**src/rtl/counter_pkg.sv**
```systemverilog
// Shared helpers for the toggle-cell modulo counters: width sizing and the
// terminal (MODULUS-1) value.
package counter_pkg;

  function automatic int clog2(input longint value);
    longint rem;
    int     bits;
    rem  = value - 1;
    bits = 0;
    while (rem > 0) begin
      bits++;
      rem = rem >> 1;
    end
    return bits;
  endfunction

  // Terminal count of a modulo-MODULUS counter, masked to WIDTH bits.
  function automatic longint term_val(input int width, input int modulus);
    longint mask;
    mask = (longint'(1) <<< width) - 1;
    return longint'(modulus - 1) & mask;
  endfunction

endpackage

```
**src/rtl/tff_cell.sv**
```systemverilog
// Single-bit toggle cell with synchronous reset and load overrides.
module tff_cell (
  input  logic clk,
  input  logic reset,
  input  logic t,
  input  logic ld,
  input  logic d,
  output logic q
);

  always_ff @(posedge clk) begin
    if (reset)   q <= 1'b0;
    else if (ld) q <= d;
    else         q <= q ^ t;
  end

endmodule

```
**src/rtl/tff_updown_counter.sv**
```systemverilog
// Up/down modulo counter built from WIDTH toggle cells, with parallel load,
// cascade carry (tc) and registered wrap / load_err pulses.
module tff_updown_counter
  import counter_pkg::*;
#(
  parameter int WIDTH   = 4,
  parameter int MODULUS = 16
) (
  input  logic             clk,
  input  logic             reset,
  input  logic             en,
  input  logic             up,
  input  logic             load,
  input  logic [WIDTH-1:0] din,
  output logic [WIDTH-1:0] q,
  output logic             tc,
  output logic             wrap,
  output logic             load_err
);

  localparam logic [WIDTH-1:0] TERM = WIDTH'(term_val(WIDTH, MODULUS));

  if (WIDTH < 1 || MODULUS < 2 || clog2(longint'(MODULUS)) > WIDTH) begin : g_bad_params
    $error("tff_updown_counter: MODULUS must lie in 2..2**WIDTH");
  end

  logic             at_term;
  logic             at_zero;
  logic             hit_end;
  logic             din_ok;
  logic [WIDTH-1:0] cnt_next;
  logic [WIDTH-1:0] toggle;
  logic [WIDTH-1:0] load_val;

  assign at_term = (q == TERM);
  assign at_zero = (q == '0);
  assign hit_end = up ? at_term : at_zero;
  // Widen by one bit so MODULUS = 2**WIDTH still compares correctly.
  assign din_ok  = ({1'b0, din} < (WIDTH+1)'(MODULUS));

  assign tc = en & ~load & ~reset & hit_end;

  always_comb begin
    cnt_next = q;
    if (en) begin
      if (up) cnt_next = at_term ? '0 : q + WIDTH'(1);
      else    cnt_next = at_zero ? TERM : q - WIDTH'(1);
    end
  end

  assign toggle   = q ^ cnt_next;
  assign load_val = din_ok ? din : TERM;

  for (genvar i = 0; i < WIDTH; i++) begin : g_cell
    tff_cell u_cell (
      .clk  (clk),
      .reset(reset),
      .t    (toggle[i]),
      .ld   (load),
      .d    (load_val[i]),
      .q    (q[i])
    );
  end

  // Pulses line up with the q update that caused them; load masks wrap.
  always_ff @(posedge clk) begin
    if (reset) begin
      wrap     <= 1'b0;
      load_err <= 1'b0;
    end else begin
      wrap     <= en & ~load & hit_end;
      load_err <= load & ~din_ok;
    end
  end

endmodule
```
**config.mk**
```make
export PLATFORM = sky130hd
export DESIGN_NAME = tff_updown_counter
export DESIGN_NICKNAME = d
export VERILOG_FILES = /design/src/rtl/counter_pkg.sv /design/src/rtl/tff_cell.sv /design/src/rtl/tff_updown_counter.sv
export SDC_FILE = /design/constraint.sdc
export NUM_CORES = 1
export LEC_CHECK = 0
export CORE_AREA = 3 3 40 42
export DETAILED_ROUTE_END_ITERATION = 10
export DIE_AREA = 0 0 43 45
export GPL_TIMING_DRIVEN = 0
export SLEW_MARGIN = 20
export SYNTH_ARGS = -nofsm -noshare
export SYNTH_HDL_FRONTEND = slang
export SYNTH_SLANG_ARGS = --single-unit
```
**constraint.sdc**
```tcl
create_clock -name clk -period 1.5 [get_ports clk]
set_input_delay 0.3 -clock clk [delete_from_list [all_inputs] [get_ports clk]]
set_output_delay 0.3 -clock clk [all_outputs]
set_load 0.01 [all_outputs]
```
==> reports/qor.csv, run 1 <==
stage,metric,value,unit
outcome,status,"complete, but fails checks",
outcome,violations,setup timing,
place,gp_congestion,0.692,
layout,post-route-util,0.515,
logic_synthesis,syn-num-nets,63,
layout,multi_input_area,269,um^2
run,cap_violations,0,
logic_synthesis,syn_avg_cell_area,7.53,um^2
sta,fin_ws,-342,ps
floorplanning,die_y,45,um
layout,final_cell_mix,"buf_4, clkdlybuf4s50_1, a21oi_1, dlygate4sd2_1, nand2_1",
drt,avgRoutedWirePerCell,11.8,um
sta,fmax,0.543,GHz
logic_synthesis,yosys.area.top_type,dfxtp_1,
layout,area_growth,69.0,%
sta,layout_min_cycle_time,1840,ps
logic_synthesis,synth_cells,52,
global_routing,grt_overflow,0,
hold_path,hp-start,din[1],
drt,drc,0,
drt,firstDrtPassIters,4,
global_routing,track_usage,0.126,
layout,antennaDiodeCount,0,
floorplanning,die_w,43,um
sta,clock_skew,2.45,ps
layout,drive_gt1_frac,0.355,
floorplanning,start_util,0.305,
logic_synthesis,synth_warnings,0,
global_routing,grt_first_pass_wirelength,1780,um
worst_setup_path,worstPathArrival,1540,ps
drt,viasPerCell,4.93,
worst_setup_path,worstPathRequired,1200,ps
sta,setup_viol_count_final,2,
power,power.leakage,0.286,nW
layout,seq_area,113,um^2
worst_setup_path,critPathCapture,tc,
clocking,cts_sinks,5,
sta,slew_viol_final,0,
power,p_per_area,709,mW/mm^2
clocking,ctsRootBufferMaster,clkbuf_4,
power,worst_ir_drop_vdd,0.424,mV
clocking,numCtsBuffers,3,
sta,rsz0062_at_grt,yes,
floorplanning,core,0.00128,mm^2
drt,drt_iter0_drc,3,
worst_setup_path,rrSetupSlack,-80,ps
place,io_buffers,14,
logic_synthesis,synth_seq_cells,5,
clocking,clock_path_buffers,2,
floorplanning,rows,13,
sta,final.period_utilization,1.23,
sta,fin_tns_setup,-417,ps
worst_setup_path,reg2regPathDepth,5,
layout,finalNetCount,88,
global_routing,grt_max_degree,10,
logic_synthesis,synth.top_cell.area_share,0.256,
logic_synthesis,seq_area_frac_synth,0.256,
global_routing,antenna_found_initial,0,
clocking,clock_latency,240,ps
drt,wirelength,1070,um
worst_setup_path,cp_max_fo,2,
clocking,cts_tree,done,
global_routing,grt_pass1_vias,439,
layout,fillers,125,
floorplanning,die-area,0.00194,mm^2
power,p_total,0.469,mW
worst_setup_path,worstSetupPathType,flop to output port,
layout,layout_commonest_cell,buf_4,
logic_synthesis,yosysUniqueCellTypes,27,
hold_path,min_path_type,input pin to flop,
clocking,ctsHtreeMaxLevel,1,
worst_setup_path,cp-end-kind,output port,
worst_setup_path,startpoint_type,flop,
drt,vias,449,
drt,drtAntennaViolNets,0,
sta,hold_viol_final,0,
logic_synthesis,synth.area.top_cells,"dfxtp_1, buf_4, a21oi_1",
clocking,clk_pin_slew_worst_paths,40,ps
floorplanning,boundaryPins,16,
logic_synthesis,syn_area,392,um^2
[cells by family after synthesis]
group / share of synthesized area
AND/OR/NAND/NOR: 0.211
AO/OA/AOI/OAI: 0.217
buffers and inverters: 0.144
flip-flops: 0.256
adder cells (fa/ha/maj): 0.0639
XOR/XNOR: 0.0447
multiplexers: 0.0543
other: 0.00958
[report_power, final]
group / switching, mW / leakage, nW / internal (mW)
sequential: 0.0136 / 0.0434 / 0.143
clock: 0.0521 / 0.0150 / 0.100
combinational: 0.0700 / 0.228 / 0.0907
total: 0.136 / 0.286 / 0.334
[area by class of cell]
cell class / instances / area share
multi-input cells: 37 / 0.406
repair buffers: 20 / 0.263
flip-flops and latches: 5 / 0.170
plain buffers: 5 / 0.0567
clock buffers: 4 / 0.0397
inverters: 5 / 0.0359
well taps: 15 / 0.0284
[worst min-delay path by stage]
stage	end	slack (ps)	cells after the start
2_1_floorplan	flop	360	1
3_3_place_gp	flop	650	2
3_5_place_dp	flop	650	2
4_1_cts	flop	600	3
5_1_grt	flop	620	3
6_report	flop	610	3
[routing by layer]
metal	track usage	routed length (um)	up-vias
met4	0.0663	14	0
met3	0.0717	82	2
met1	0.140	463	202
li1	-	-	227
met2	0.192	510	18
met5	0	0	-
[cell usage after synthesis]
master and instances:
a21oi_1 6, buf_4 5, dfxtp_1 5, inv_1 4, nand2_1 4, nor2_1 4, ha_1 2, nor3_1 2
o21ai_0 2, a211o_1 1, a211oi_1 1, a31oi_1 1, and3_1 1, conb_1 1, inv_2 1, mux2_1 1
mux2i_1 1, nand2b_1 1, nand4_1 1, nor3b_1 1, o2111ai_1 1, o21ai_1 1, o221ai_1 1, or3b_1 1
or4_1 1, xnor2_1 1, xor2_1 1
[critical path: stages (launching register included)]
cell     delay (ps)
dfxtp_4         340
inv_4            60
ha_4            120
or3b_4          390
nor2_4           90
a21oi_2          50
nor3_2          100
buf_2           150
[through the flow]
stage | hold slack [ps] | std cells | instance area [um^2] | worst slack [ps]
6_report | 611 | 91 | 662 | -342
5_1_grt | 623 | 91 | 662 | -415
4_1_cts | 598 | 91 | 649 | -384
3_5_place_dp | 653 | 81 | 557 | -950
3_3_place_gp | 655 | 81 | 557 | -935
2_1_floorplan | 362 | 52 | 398 | -95.5
[what timing repair did]
action                                  4_1_cts  5_1_grt
gates resized for setup                      21        4
hold buffers                                  0        0
setup buffers                                 6        1
pin swaps                                     3        6
endpoints found under the setup margin        6        5
No activity file was read; power rests on OpenSTA's default activity.
==> run 2, diff against run 1 <==
--- a/config.mk
+++ b/config.mk
@@ -5,9 +5,11 @@
 export SDC_FILE = /design/constraint.sdc
 export NUM_CORES = 1
 export LEC_CHECK = 0
-export CORE_AREA = 3 3 40 42
+export CAP_MARGIN = 5
+export CORE_AREA = 4 4 41 43
+export CTS_BUF_LIST = sky130_fd_sc_hd__clkbuf_4 sky130_fd_sc_hd__clkbuf_8
 export DETAILED_ROUTE_END_ITERATION = 10
-export DIE_AREA = 0 0 43 45
+export DIE_AREA = 0 0 45 47
 export GPL_TIMING_DRIVEN = 0
 export SLEW_MARGIN = 20
 export SYNTH_ARGS = -nofsm -noshare
==> reports/qor.csv, run 2 (synthesized netlist as in run 1, its figures left out) <==
stage,metric,value,unit,change
power,power.leakage,0.291,nW,+1.8%
floorplanning,start_util,0.301,,-0.00381
worst_setup_path,critPathSlowestCell,or3b_4,,
clocking,hold_buffers,0,,unchanged
sta,fmax,0.544,GHz,about the same
layout,finalNetCount,88,,unchanged
worst_setup_path,worstSetupPathType,flop to output port,,
sta,hold_viol_final,0,,unchanged
global_routing,track_usage,0.107,,-0.0191
global_routing,antenna_found_initial,0,,unchanged
place,gp_congestion,0.717,,+3.6%
layout,layout_commonest_cell,buf_4,,
run,cap_violations,0,,unchanged
clocking,clk_pin_slew_worst_paths,40,ps,about the same
floorplanning,boundaryPins,16,,unchanged
sta,rsz0062_at_grt,yes,,
global_routing,grt_max_degree,10,,unchanged
outcome,status,"complete, but fails checks",,
worst_setup_path,cp-end-kind,output port,,
floorplanning,rows,13,,unchanged
layout,area_growth,70.9,%,
power,p_per_area,729,mW/mm^2,+2.8%
layout,final_cell_mix,"buf_4, clkdlybuf4s50_1, a21oi_1, dlygate4sd2_1",,
floorplanning,die-area,0.00212,mm^2,+9.3%
drt,drt_iter0_drc,3,,unchanged
worst_setup_path,cp_top_family,simple AND/OR/NAND/NOR gates,,
clocking,clock_latency,240,ps,about the same
sta,clock_skew,0.755,ps,-1.69 ps
clocking,clock_path_buffers,2,,unchanged
drt,vias,436,,-2.9%
power,worst_ir_drop_vdd,0.434,mV,+2.3%
worst_setup_path,worstPathArrival,1540,ps,about the same
drt,firstDrtPassIters,4,,unchanged
global_routing,grt_first_pass_wirelength,1570,um,-12%
sta,layout_min_cycle_time,1840,ps,-1.78 ps
floorplanning,core,0.00130,mm^2,+1.3%
layout,post-route-util,0.514,,-0.000670
sta,slew_viol_final,0,,unchanged
worst_setup_path,startpoint_type,flop,,
layout,final_area,669,um^2,+1.1%
sta,fin_tns_setup,-351,ps,+65.8 ps
place,io_buffers,14,,unchanged
layout,fillers,141,,+13%
worst_setup_path,critPathBufInv,2,,unchanged
drt,drtAntennaViolNets,0,,unchanged
place,hpwl,736,um,
drt,wirelength,1010,um,-5.5%
layout,antennaDiodeCount,0,,unchanged
global_routing,grt_overflow,0,,unchanged
clocking,ctsHtreeMaxLevel,1,,unchanged
clocking,cts_sinks,5,,unchanged
sta,fin_ws,-340,ps,+1.78 ps
place,place_area,557,um^2,unchanged
floorplanning,die_w,45,um,+4.7%
sta,final.period_utilization,1.23,,about the same
worst_setup_path,worstPathRequired,1200,ps,about the same
worst_setup_path,slowest_delay,390,ps,about the same
floorplanning,die_y,47,um,+4.4%
drt,avgRoutedWirePerCell,11.1,um,-5.5%
power,p_total,0.488,mW,+4.0%
layout,drive_gt1_frac,0.382,,+0.0263
clocking,cts_tree,done,,
global_routing,grt_pass1_vias,397,,-9.6%
sta,fin_hold_ws,622,ps,+10.8 ps
clocking,numCtsBuffers,3,,unchanged
worst_setup_path,worstPathCellList,inv_4 -> ha_4 -> or3b_4 -> nor2_4 -> a21oi_2 -> nor3_2 -> buf_2,,
worst_setup_path,cp_max_fo,2,,unchanged
hold_path,min_path_type,input pin to flop,,
clocking,ctsRootBufferMaster,clkbuf_4,,
drt,viasPerCell,4.79,,-2.9%
drt,drc,0,,unchanged
sta,setup_viol_count_final,2,,unchanged
outcome,violations,setup timing,,
==> run 2: timing repair <==
item	CTS	global route
setup endpoints to repair	5	5
resized for setup	20	5
buffers inserted	6	0
pin swaps	3	1
==> run 2: area by class of cell <==
class,count,area (um^2),share of cell area
plain buffers,5,37.5,0.0561
clock buffers,4,30.0,0.0449
inverters,5,23.8,0.0355
multi-input cells,37,273,0.407
flip-flops and latches,5,113,0.168
well taps,15,18.8,0.0280
repair buffers,20,174,0.260
==> run 2: worst paths after layout <==
kind / startpoint / endpoint / slack (ps) / cells after the start
hold reg to reg: flop / flop / 680 / 2
setup / recovery: flop / tc / -340 / 7
setup reg to reg: flop / flop / -10 / 5
hold / removal: din[0] / flop / 620 / 3
==> run 2: worst reg2reg max path, cell delays in order, from the launching register on <==
cell and delay [ps]:
dfxtp_4 350, inv_4 40, buf_4 130, or4_4 520
a211o_1 260, a31oi_1 120
==> run 2: power breakdown <==
group          switching [mW]  total, mW  leakage, nW  internal, mW
Clock                  0.0535      0.172       0.0184         0.118
Combinational          0.0685      0.160        0.229        0.0914
Sequential             0.0136      0.156       0.0434         0.143
==> run 2: through the flow <==
stage / setup slack (ps) / cells
global route: -418 / 91
detailed placement: -948 / 81
CTS: -376 / 91
global placement: -943 / 81
floorplan: -95.5 / 52
finish: -340 / 91
==> run 2: routing by layer <==
| layer | track usage | vias to the layer above | share of wire |
|---|---|---|---|
| met5 | 0 | - | 0 |
| met4 | 0.0877 | 0 | 0.027 |
| met3 | 0.0268 | 5 | 0.068 |
| met2 | 0.192 | 15 | 0.50 |
| met1 | 0.102 | 191 | 0.41 |
| li1 | - | 225 | - |
==> run 3, diff against run 2 <==
--- a/config.mk
+++ b/config.mk
@@ -5,6 +5,7 @@
 export SDC_FILE = /design/constraint.sdc
 export NUM_CORES = 1
 export LEC_CHECK = 0
+export ABC_CLOCK_PERIOD_IN_PS = 1500
 export CAP_MARGIN = 5
 export CORE_AREA = 4 4 41 43
 export CTS_BUF_LIST = sky130_fd_sc_hd__clkbuf_4 sky130_fd_sc_hd__clkbuf_8
==> results of run 3 <==
The final DEF is identical to that of run 2; final timing and power are the same.
